===== src/rtl/node_argmax.sv =====
// Running signed argmax over one frame of node scores; result valid the cycle after the
// terminating beat, held under valid/ready backpressure (in_ready drops while a result is pending).
module node_argmax #(
   parameter int DW          = 22,
   parameter int NUM_CLASSES = 10,
   parameter int IDXW        = 4
) (
   input  logic            clk,
   input  logic            rst,
   input  logic            in_valid,
   output logic            in_ready,
   input  logic [DW-1:0]   in_data,
   input  logic            in_last,
   output logic            out_valid,
   input  logic            out_ready,
   output logic [IDXW-1:0] out_class,
   output logic [DW-1:0]   out_score,
   output logic            out_err
);

   typedef enum logic [1:0] {IDLE, SCAN, DONE} state_t;

   localparam logic [IDXW-1:0] LAST_IDX = IDXW'(NUM_CLASSES - 1);

   state_t          state, state_nxt;
   logic            armed;
   logic [DW-1:0]   max_q, max_nxt;
   logic [IDXW-1:0] idx_q, idx_nxt;
   logic [IDXW-1:0] cnt_q;
   logic            beat, term, take;

   assign beat = in_valid & in_ready;
   assign term = beat & (in_last | (cnt_q == LAST_IDX));

   // The first beat of a frame always seeds the maximum; strict > keeps the lowest index on ties.
   always_comb begin
      take    = (state == IDLE) || ($signed(in_data) > $signed(max_q));
      max_nxt = take ? in_data : max_q;
      idx_nxt = take ? cnt_q : idx_q;
   end

   always_ff @(posedge clk or negedge rst) begin
      if (!rst) begin
         state <= IDLE;
         armed <= 1'b0;
      end else begin
         state <= state_nxt;
         armed <= 1'b1;
      end
   end

   always_comb begin
      state_nxt = state;
      case (state)
         IDLE:    if (beat) state_nxt = term ? DONE : SCAN;
         SCAN:    if (term) state_nxt = DONE;
         DONE:    if (out_ready) state_nxt = IDLE;
         default: state_nxt = IDLE;
      endcase
   end

   always_comb begin
      out_valid = (state == DONE);
      in_ready  = armed && (state != DONE);
   end

   // cnt returns to 0 at termination so the IDLE beat always sees index 0.
   always_ff @(posedge clk or negedge rst) begin
      if (!rst) begin
         max_q     <= '0;
         idx_q     <= '0;
         cnt_q     <= '0;
         out_class <= '0;
         out_score <= '0;
         out_err   <= 1'b0;
      end else begin
         if (beat) begin
            max_q <= max_nxt;
            idx_q <= idx_nxt;
            cnt_q <= term ? '0 : cnt_q + 1'b1;
         end
         if (term) begin
            out_class <= idx_nxt;
            out_score <= max_nxt;
            out_err   <= (cnt_q != LAST_IDX) | ~in_last;
         end
      end
   end

endmodule


===== config.mk =====
export PLATFORM = sky130hd
export DESIGN_NAME = node_argmax
export DESIGN_NICKNAME = d
export VERILOG_FILES = /design/src/rtl/node_argmax.sv
export SDC_FILE = /design/constraint.sdc
export NUM_CORES = 1
export LEC_CHECK = 0
export BUFFER_PORTS_ARGS = -buffer_cell sky130_fd_sc_hd__buf_2
export CAP_MARGIN = 20
export CORE_UTILIZATION = 39
export DETAILED_ROUTE_END_ITERATION = 12
export SLEW_MARGIN = 40
export SYNTH_ARGS = -nofsm -noshare
export SYNTH_HDL_FRONTEND = slang
export SYNTH_SLANG_ARGS = --single-unit

===== constraint.sdc =====
create_clock -name clk -period 7.81 [get_ports clk]
set_input_delay 0.781 -clock clk [delete_from_list [all_inputs] [get_ports clk]]
set_output_delay 0.781 -clock clk [all_outputs]
set_load 0.01 [all_outputs]

* Yosys cells after proc, flatten, opt, wreduce, memory -nomap -nowiden
Cells that the tools add are included.
** Storage, ports and cells
- Bits in registers :: 60
- Bits of input ports :: 27
- Output and inout port bits :: 29
- Word-level logic and storage cells :: 35
** Cells by class
- Add/sub/neg operators :: 1
- Magnitude comparators :: 1
- Eq/ne operators :: 8
- Multiplexer cells :: 8
- Bitwise gates (word level) :: 5
- Reductions and logical operators :: 4
** Operator list (number)
- 22-bit greater-than comparator :: 1
- 22-bit 2-to-1 mux :: 1
- 2-bit 2-to-1 mux :: 4
- 4-bit 2-to-1 mux :: 2
- 2-bit inequality test (second input constant) :: 3
- 2-bit case mux with 3 select lines :: 1
- 4-bit by 1-bit adder with 4-bit output (second input constant) :: 1
- 4-bit equality test (second input constant) :: 1
- 4-bit inequality test (second input constant) :: 1
- 3-bit AND reduction :: 1
- 1-bit bitwise AND :: 2
- 2-bit by 1-bit equality test with 1-bit output (second input constant) :: 1
- 2-bit equality test (second input constant) :: 1
- 2-bit zero test :: 1
- 2-bit by 1-bit inequality test with 1-bit output (second input constant) :: 1
- 1-bit bitwise OR :: 2
- 1-bit logical AND :: 1
- 1-bit logical OR :: 1
- 1-bit inverter :: 1

* Longest topological paths before layout
Gate-level depths: netlist of the first run.
- Word-level depth :: 7
- Depth in mapped cells :: 10
- Depth with buffers taken out :: 8

* Worst setup path after synthesis of the first run
No wires, ideal clock.
- Path type :: input-to-reg
- Start point :: in in_data[21]
- End point :: reg max_q[11]
- Library setup time :: 0.125 ns
- Data arrival time :: 3.166 ns
- Required time :: 7.685 ns
- Slack :: 4.519 ns
- Stages :: 9
- Buffers on the path :: 2
- Path through :: ha_1 > nand4_1 > o21ai_0 > a311oi_1 > or3b_1 > clkbuf_1 > a31oi_4 > buf_6 > mux2_4
** Between the ends
- Cells in the longest elaborated chain, start to end :: 3
** RTL lines
- start: declaration :: RTL line 12 : input logic [DW-1:0] in_data,
- 22-bit greater-than comparator :: RTL line 37 : take = (state == IDLE) || ($signed(in_data) > $signed(max_q));
- 1-bit logical OR :: RTL line 37
- 22-bit 2-to-1 mux :: RTL line 38 : max_nxt = take ? in_data : max_q;
- end signal: assignment :: RTL line 78 : max_q <= max_nxt;
- end: declaration :: RTL line 27 : logic [DW-1:0] max_q, max_nxt;
Every way passes these cells.
A chain may end at the register's enable or synchronous reset.

* Worst setup path in the final report of the first run
- Start point :: in in_data[21]
- End point :: reg idx_q[3]
** Between the ends
- Cells in the longest elaborated chain, start to end :: 3
** RTL lines
- 22-bit greater-than comparator :: RTL line 37
- 1-bit logical OR :: RTL line 37
- 4-bit 2-to-1 mux :: RTL line 39 : idx_nxt = take ? cnt_q : idx_q;
- end signal: assignment :: RTL line 79 : idx_q <= idx_nxt;
- end: declaration :: RTL line 28 : logic [IDXW-1:0] idx_q, idx_nxt;
Every way passes these cells.

==> impl_results.md, run 1 <==
- Setup violators final: 0
- Synth unique cells: 41
- Synth top area cells: dfrtp_1 (44%), ha_1 (8.8%), mux2_4 (8.4%)
- Power Total: about 0.0013 W
- HP Class: in2async
- Initial antenna violation count: 0
- Crit path launch type: input pin
- Post-route ant nets: 0
- Placed Cells incl. Taps: 473
- FP Rows: 33
- Part of the cycle the worst path needs: 0.4807
- Peak Freq: 266.4 MHz
- Flop pwr share: 0.360
- Vias: 2721
- CTS resizes: 0
- Syn avg cell area: 10.39 um2
- Critical path's largest stage delay: between 0.7 and 0.8 ns
- Routability-driven placement congestion ratio: just over 0.8
- CTS Hold Bufs: 0
- Share of post-route cells with drive strength above 1: 0.2969
- Seq/Total Area, Yosys: 0.4404
- Leakage: 1.820 nW
- Clock root buffer master: clkbuf_8
- Xor/xnor share of the synthesized area: 0
- RSZ-0062 raised after global routing: no
- VDD IR-drop max: 0.0001548 V
- Width of the die: 95.50 um
- # DRC: 0
- Headroom to the max-slew limit: 0.5376
- Post-synthesis simple-gate area fraction: 0.1350
- Sw frac: 0.3892
- Antenna fix cells: 0
- Routed wire length: roughly 8000 um
- Logic pwr share: 0.425
- Max FO, Critical Path: 27
- Clock Skew: 0.005129 ns
- Post-DP HPWL: 5567 um
- Worst setup startpoint: in_data[21]
- Post-synth EDFFs: 0
- Initial DRC count: 90
- CTS Buffer Depth: 2
- Initial Utilization: 0.4088
- Largest net degree at the start of global routing: 61
- Gr usage total: 0.1968
- Actual slew at the worst max-slew pin: roughly 0.69 ns
- Hold slack: 0.5041 ns
- Worst Path Arrival: 3.99 ns
- Num CTS Buffers: 9
- Max-Cap Viols: 0
- Clock Latency Late Sink: roughly 0.35 ns
- GRT Residual Overflow: 0
- P per Cell Area: 334.0 mW/mm2
- Post-CTS Setup Bufs: 0
- Setup Crit Path Kind: in2reg
- Non-filler cells, final: 489
- Synthesis-to-layout area growth: 18.35%
- Setup TNS: 0 ns
- Post-synth top area share: 0.4404
- CP max stage cell: or3b_2
- Post-synth top cells: dfrtp_1 (60), nor2_1 (32), nand4_1 (30)
- Die area: around 0.009 mm2
- TritonRoute pass-1 iters: 4
- Cells after synthesis: 328
- CTS tree: built
- Status: finished clean
- Area leader, netlist: dfrtp_1
- Crit. End Element: register
- Largest family of logic cells by synthesized area: compound AO/OA/AOI/OAI gates
- Post-synthesis cell area: about 0.0034 mm2
- I/O Buffers: 55
- Max Slew Vio Count: 0
- WL/cell: ~16 um
- Core Area: 0.008341 mm2
- Post-detailed-route via-to-cell ratio: between 5 and 6
- Pint: 0.0008233 W
- Complex-gate fraction of the synthesized area: 0.1703
- Post-synth top flop: dfrtp_1
- Clock power frac: 0.215
- CTS sink count: 60
- Synth async-reset ratio: 1.000
- Min Clock Period, post-route: 3.754 ns
- Mapped Nets: between 300 and 400
- Die height: 95.50 um
- Reg2Reg Depth: 9
- Vias in the first global route: 2829
- Ports: 56
- Most numerous cell in the Yosys netlist: dfrtp_1
- Psw: roughly 0.00052 W
- Synth Area in Adders: 0.08807
- R2R Path Start: max_q[21]
- Yosys reg bits: 60
- First-pass GRT wire length: 13540 um
- Final Hold Vio Count: 0
- Clk pin slew, worst setup/hold paths: 0.07 ns
- H-tree levels: 3
- Mux share of post-synthesis cell area: 0.1068
- Crit-path cells: buf_2, ha_1, nand4_1, o21ai_0, a311oi_1, or3b_2, a31oi_4, buf_8, mux2_2
- CP required: 8.04 ns
- Final nets: 430
- Final Util: 0.4838
- Syn. warnings: 0
[state kept, by name, summed over array words and instances, names as in the netlist]
signal / flops
out_err: 1
out_class: 4
cnt_q: 4
armed: 1
idx_q: 4
out_score: 22
state: 2
max_q: 22
[power by group through the flow]
stage	clock, W	sequential (W)	combinational (W)
after floorplan	0	0.000497	0.000386
after global placement	0	0.000486	0.000544
after detailed placement	0	0.000491	0.000561
after CTS	0.000298	0.000486	0.000564
after global routing	0.000310	0.000500	0.000641
final	0.000289	0.000486	0.000573
[metal layers]
layer  vias up  global-route usage  wire, um  share of wire
met1      1311              0.2452      3715           0.46
li1       1329                   -         -              -
met2        63              0.3202      3749           0.47
met5         -                   0         0              0
met4         0             0.08333       187          0.023
met3        18             0.05343       361          0.045
[placed cells by master (no fill, tap or decap), types with 2 or more instances in the layout]
cell      count
a21oi_1      10
ha_1         24
buf_4         3
nand2b_1      2
dfrtp_1      60
o32ai_1       2
o31ai_1      28
buf_2        55
clkbuf_8     11
nor2_1       30
clkinv_2      2
nand3_1       2
nand2_1       9
nand4_1      30
o21ai_0       4
a31oi_1      27
buf_8         2
and3_1        2
mux2_4       19
mux2_2        6
nor3_1        2
and2_1        2
inv_1        24
or2_2         3
[layout make-up]
type | count | area, um2
fillers | 813 | 4305
multi-input cells | 222 | 1743
flip-flops and latches | 60 | 1501
repair buffers | 62 | 366.6
clock buffers | 12 | 155.1
well taps | 105 | 131.4
inverters | 24 | 90.09
clock inverters | 4 | 47.55
[worst paths after layout]
check	end	slack [ns]
setup / recovery	idx_q[3]	4.06
hold / removal	out_score[11]	0.50
max in group asynchronous	max_q[1]	6.92
hold reg to reg	idx_q[3]	0.52
setup reg to reg	idx_q[3]	4.21
min in group clk	idx_q[3]	0.52
[through the flow]
step	cell area [um2]	setup slack, ns
2_1_floorplan	3410	4.519
3_3_place_gp	3752	3.248
3_5_place_dp	3811	3.847
4_1_cts	4014	4.223
5_1_grt	4035	3.876
6_report	4035	4.056
[worst max-delay path: cells and delay by family]
family / cells / cell delay (ns)
AO/OA/AOI/OAI: 3 / 1.11
adder cells (fa/ha/maj): 1 / 0.40
buffers and inverters: 2 / 0.34
AND/OR/NAND/NOR: 2 / 0.99
multiplexers: 1 / 0.35
[logic make-up (layout without fill, tap and decap cells)]
logic type / Yosys count / in the layout
flip-flops: 60 / 60
buffers and inverters: 46 / 102
adder cells (fa/ha/maj): 24 / 24
AND/OR/NAND/NOR: 89 / 89
AO/OA/AOI/OAI: 82 / 82
multiplexers: 26 / 26
other: 1 / 1
Note: power is estimated with default switching activity, not from simulation.
==> run 2: changes to the inputs <==
Clock period 7.81 ns to 3.33 ns, I/O delays scaled along.
==> run 2 against run 1 <==
  * Setup slack worse by 3.8 ns
  * Sequential share of layout area fell by 0.64 points
  * Clock power rose to 2.9 times the previous value
  * Final cell count is 1.2% higher
  * Core utilization rose by 0.84 points
  * Hold slack got worse by 0.34 ns
  * Clock-buffer cell count unchanged
  * Power is 150% higher
  * Combinational power rose by 140%
  * First-iteration DRC count is 10% higher
  * Critical path type is now reg2reg
==> impl_results.md, run 2 (same netlist as run 1, synthesis figures left out) <==
- Setup violators final: 0 (unchanged)
- Synthesis-to-layout area growth: 20.40%
- Post-CTS Setup Bufs: 0 (unchanged)
- Crit. End Element: register
- CP bufs+invs: 3 (+1)
- CTS Buffer Depth: 2 (unchanged)
- Post-DP HPWL: 5596 um (+0.53%)
- CP required: 3.57 ns (-4.47 ns)
- Part of the cycle the worst path needs: 0.9160
- Cell family with most CP delay: compound AO/OA/AOI/OAI gates
- Max Slew Vio Count: 0 (unchanged)
- Setup Crit Path Kind: reg2reg
- Final Hold Vio Count: 0 (unchanged)
- Most common cell after layout, fill and taps aside: dfrtp_1
- Crit-path cells: inv_1, ha_1, buf_4, a21oi_1, o21ai_0, a311oi_2, or3b_1, a31oi_4, buf_4, mux2_2
- Clock root buffer master: clkbuf_8
- Clock Latency Late Sink: 0.35 ns (about the same)
- Ports: 56 (unchanged)
- Worst Path Arrival: 3.29 ns (-0.70 ns)
- Initial Utilization: 0.4088 (unchanged)
- Clock Skew: 0.009129 ns (+0.004000 ns)
- Leakage: 1.863 nW (+2.3%)
- Max FO, Critical Path: 14 (-48%)
- Critical path's largest stage delay: 0.46 ns (-0.33 ns)
- First-pass GRT wire length: 13860 um (+2.3%)
- Crit-path most repeated cell: buf_4
- Peak Freq: 327.9 MHz
- Setup TNS: 0 ns (unchanged)
- Initial DRC count: 99 (+10%)
- CP max stage cell: or3b_1
- Num CTS Buffers: 9 (unchanged)
- Antenna fix cells: 0 (unchanged)
- CTS sink count: 60 (unchanged)
- Crit path launch type: register
- Post-route ant nets: 0 (unchanged)
- Vias: 2754 (+1.2%)
- Die height: 95.50 um (unchanged)
- WL/cell: 17.11 um (+4.4%)
- Headroom to the max-slew limit: 0.5874 (+0.04974)
- Max-Cap Viols: 0 (unchanged)
- CTS tree: built
- Width of the die: 95.50 um (unchanged)
- Largest net degree at the start of global routing: 46 (-25%)
- Post-detailed-route via-to-cell ratio: 5.564 (about the same)
- P per Cell Area: 820.2 mW/mm2 (+150%)
- FP Rows: 33 (unchanged)
- Routability-driven placement congestion ratio: 0.7902 (-2.6%)
- Biggest regs: max_q x22, out_score x22
- Initial antenna violation count: 0 (unchanged)
- Min Clock Period, post-route: 3.050 ns
- I/O Buffers: 55 (unchanged)
- TritonRoute pass-1 iters: 5 (+1)
- HP Class: in2reg
- Filler cells: 798 (-1.8%)
- Share of post-route cells with drive strength above 1: 0.3026 (+0.005689)
- RSZ-0062 raised after global routing: no
- Final nets: 436 (+1.4%)
- VDD IR-drop max: 0.0003938 V (+150%)
- Vias in the first global route: 2714 (-4.1%)
- Most frequent cells in the layout: dfrtp_1 (60), buf_2 (54), nand4_1 (30), nor2_1 (30), o31ai_1 (28)
- Gr usage total: 0.2038 (+0.006987)
- Core Area: 0.008341 mm2 (unchanged)
- H-tree levels: 3 (unchanged)
- Clk pin slew, worst setup/hold paths: 0.07 ns (about the same)
- # DRC: 0 (unchanged)
- Status: finished clean
- Die area: 0.009120 mm2 (unchanged)
- GRT Residual Overflow: 0 (unchanged)
- Actual slew at the worst max-slew pin: 0.6190 ns (-0.06994 ns)
- Routed wire length: 8467 um (+5.7%)
- Hold slack: 0.1654 ns (-0.3386 ns)
[run 2: through the flow]
stage / setup slack [ns] / utilization / power, W / std cells / cell area (um2)
final: 0.2798 / 0.4922 / 0.003367 / 495 / 4105
after global routing: 0.1087 / 0.4922 / 0.003597 / 495 / 4105
after CTS: 0.1984 / 0.4901 / 0.003366 / 495 / 4088
after detailed placement: 0.1679 / 0.4589 / 0.002517 / 478 / 3827
after global placement: 0.2543 / 0.4586 / 0.002488 / 478 / 3825
after floorplan: 0.4570 / - / 0.002072 / 328 / 3410
[run 2: where the power goes]
group / switching, W / total [W] / internal (W)
registers: 0.000169 / 0.00114 / 0.000972
clock network: 0.000300 / 0.000837 / 0.000537
logic: 0.000796 / 0.00139 / 0.000593
total: 0.00127 / 0.00337 / 0.00210
[run 2: cell type report]
class / count / area (um2) / area share
well taps: 105 / 131.4 / 0.03200
clock inverters: 4 / 95.09 / 0.02316
multi-input cells: 222 / 1742 / 0.4243
clock buffers: 12 / 155.1 / 0.03779
inverters: 24 / 90.09 / 0.02194
repair buffers: 68 / 390.4 / 0.09509
flip-flops and latches: 60 / 1501 / 0.3657
[run 2: timing repair]
action,4_1_cts,5_1_grt
endpoints found under the hold margin,3,0
setup endpoints to repair,0,26
gates resized for setup,0,1
hold buffers,1,0
[run 2: worst paths after layout]
check                           from             to  slack (ns)  depth (start not counted)
min                        out_ready       state[1]        0.17                          2
max                        max_q[21]       max_q[0]        0.28                         10
max reg2reg                max_q[21]       max_q[0]        0.28                         10
max in group asynchronous        rst       idx_q[0]        2.14                          3
min in group asynchronous        rst  out_score[11]        0.52                          2
min reg2reg                 idx_q[2]       idx_q[2]        0.51                          1
[run 2: layer usage]
layer  part of all wire  vias up  GRT usage
met1               0.46     1324     0.2716
met5                  0        -          0
met2               0.46       82     0.3161
met3              0.067       10    0.05742
li1                   -     1338          -
met4              0.011        0    0.07214
==> run 3: changes to the inputs <==
Settings changed: CORE_UTILIZATION 39 to 51, PLACE_DENSITY set to 0.76.
==> run 3 against run 2 <==
  * The flow now finishes with violations (negative hold slack)
  * Final cell count is 5.5% lower
  * Final area is 1.6% lower
  * Sequential share of layout area grew 0.60 points
  * Setup slack improved by 0.11 ns
  * Maximum frequency grew 3.9%
  * Critical path type unchanged
==> impl_results.md, run 3 (same netlist as run 1, synthesis figures left out) <==
- Initial antenna violation count: 0 (unchanged)
- Biggest regs: max_q x22, out_score x22
- WL/cell: 17.55 um (+2.6%)
- Post-route ant nets: 0 (unchanged)
- R2R Path Start: max_q[12]
- Sequential cell area: 0.001501 mm2 (unchanged)
- Peak Freq: 340.6 MHz (+3.9%)
- CTS Buffer Depth: 2 (unchanged)
- Actual slew at the worst max-slew pin: 0.7173 ns (+0.09831 ns)
- Max layer used: met4
- Wire length on met3: 396 um (-30%)
- Routability-driven placement congestion ratio: 0.8231 (+4.2%)
- CTS sink count: 60 (unchanged)
- Final Util: 0.6324 (+0.1402)
- GRT Residual Overflow: 0 (unchanged)
- VDD IR-drop max: 0.0005328 V (+35%)
- Die height: 83.77 um (-12%)
- Post-CTS Setup Bufs: 0 (unchanged)
- H-tree levels: 3 (unchanged)
- CTS Hold Bufs: 0 (-1)
- Vias: 2876 (+4.4%)
- Pint: 0.002053 W (-2.3%)
- # DRC: 0 (unchanged)
- TritonRoute pass-1 iters: 5 (unchanged)
- Min Clock Period, post-route: 2.936 ns (-0.1138 ns)
- Crit. End Element: register
- Clk pin slew, worst setup/hold paths: 0.07 ns (about the same)
- CP required: 3.55 ns (-0.02 ns)
- Most frequent cells in the layout: dfrtp_1 (60), buf_2 (54), nor2_1 (31), nand4_1 (30), o31ai_1 (28)
- Width of the die: 83.77 um (-12%)
- CTS resizes: 0 (unchanged)
- Clock power frac: 0.232 (-0.017)
- FP Rows: 29 (-12%)
- Crit-path most repeated cell: buf_4
- Synthesis-to-layout area growth: 18.46%
- Filler cells: 524 (-34%)
- I/O Buffers: 55 (unchanged)
- Largest net degree at the start of global routing: 47 (+2.2%)
- FF-to-FF End: max_q[21]
- P per Cell Area: 819.4 mW/mm2 (about the same)
- Post-DP HPWL: 5458 um (-2.5%)
- Max Slew Vio Count: 0 (unchanged)
- Crit path depth: 10 (unchanged)
- Leakage: 1.859 nW (-0.19%)
- CTS tree: built
- Status: complete, but fails checks
- Gr usage total: 0.2487 (+0.04495)
- Final nets: 437 (+0.23%)
- Part of the cycle the worst path needs: 0.8818 (-0.03418)
- Design area: 0.004039 mm2 (-1.6%)
- Worst setup startpoint: max_q[12]
- RSZ-0062 raised after global routing: no
- Setup Crit Path Kind: reg2reg
- Area of the multi-input gates: 0.001733 mm2 (-0.50%)
- Setup violators final: 0 (unchanged)
- Sw frac: 0.3796 (+0.003857)
- Initial Utilization: 0.5339 (+0.1251)
- Crit path launch type: register
- Core Area: 0.006386 mm2 (-23%)
- WL met1: 3743 um (-3.6%)
- Antenna fix cells: 0 (unchanged)
- CP max stage cell: or3b_1
- Post-detailed-route via-to-cell ratio: 6.145 (+10%)
- Psw: 0.001256 W (-0.70%)
- Cell family with most CP delay: simple AND/OR/NAND/NOR gates
- Logic pwr share: 0.423 (+0.010)
- Routed wire length: 8212 um (-3.0%)
- Die area: 0.007017 mm2 (-23%)
- Clock root buffer master: clkbuf_8
- HP Class: in2async
- Max-Cap Viols: 0 (unchanged)
- Vias in the first global route: 2946 (+8.5%)
- Placed Area: 0.003804 mm2 (-0.62%)
- Clock Skew: 0.008933 ns (-0.0001967 ns)
- First-pass GRT wire length: 13820 um (-0.25%)
- R2R setup slack: 0.39 ns (+0.11 ns)
- Worst Setup EP: max_q[21]
- Crit-path cells: inv_1, ha_1, nand4_1, buf_4, o221ai_1, or2_2, or3b_1, a31oi_4, buf_4, mux2_2
- Hold slack: -0.002668 ns (-0.1681 ns)
- Headroom to the max-slew limit: 0.5218 (-0.06554)
- Worst Path Arrival: 3.15 ns (-0.14 ns)
- Final Hold Vio Count: 3 (+3)
- Num CTS Buffers: 9 (unchanged)
- Critical path's largest stage delay: 0.44 ns (-0.02 ns)
- Max FO, Critical Path: 19 (+5)
- CP bufs+invs: 3 (unchanged)
- Clock Latency Late Sink: 0.34 ns (about the same)
- Metal2 WL: 3965 um (+0.99%)
- Setup TNS: 0 ns (unchanged)
- Flop pwr share: 0.345 (+0.006)
- Failing checks: negative hold slack
- Share of post-route cells with drive strength above 1: 0.3043 (+0.001784)
- Ports: 56 (unchanged)
- Most common cell after layout, fill and taps aside: dfrtp_1
- Reg2Reg Depth: 10 (unchanged)
- Initial DRC count: 153 (+55%)
## run 3: power groups by stage
| stage | combinational [W] | clock (W) | sequential, W |
|---|---|---|---|
| 4_1_cts | 0.00139 | 0.000778 | 0.00114 |
| 5_1_grt | 0.00152 | 0.000813 | 0.00117 |
| 2_1_floorplan | 0.000906 | 0 | 0.00117 |
| 3_3_place_gp | 0.00133 | 0 | 0.00113 |
| 3_5_place_dp | 0.00138 | 0 | 0.00115 |
| 6_report | 0.00140 | 0.000767 | 0.00114 |
## run 3: area by class of cell
class,instances,area share
repair buffers,69,0.09480
clock inverters,4,0.01735
clock buffers,12,0.04089
inverters,24,0.02230
flip-flops and latches,60,0.3717
multi-input cells,222,0.4291
well taps,77,0.02385
## run 3: worst min path at each step
stage	startpoint	to
4_1_cts	rst	out_score[4]
2_1_floorplan	rst	armed
6_report	rst	out_score[10]
3_3_place_gp	idx_q[1]	idx_q[1]
3_5_place_dp	rst	out_score[9]
5_1_grt	rst	out_score[16]
## run 3: stage by stage
| stage | std cells | hold slack [ns] | setup WS (ns) | total power [W] |
|---|---|---|---|---|
| global route | 468 | 0.04978 | 0.2487 | 0.003510 |
| global placement | 452 | 0.4879 | 0.2672 | 0.002461 |
| detailed placement | 452 | 0.3879 | 0.3593 | 0.002530 |
| CTS | 468 | 0.02254 | 0.4068 | 0.003309 |
| finish | 468 | -0.002668 | 0.3937 | 0.003309 |
| floorplan | 328 | 0.03741 | 0.4570 | 0.002072 |
## run 3: worst register-to-register path: cells and delay by family, from the launching register on
family                   cells  cell delay [ns]
AND/OR/NAND/NOR              3             0.89
buffers and inverters        3             0.55
flip-flops                   1             0.39
multiplexers                 1             0.39
AO/OA/AOI/OAI                2             0.32
adder cells (fa/ha/maj)      1             0.29
## run 3: layer usage
layer  track usage  up-vias
met5             0        -
met4       0.09707        0
met3       0.04847       11
met2        0.4139       94
met1        0.3203     1423
li1              -     1348
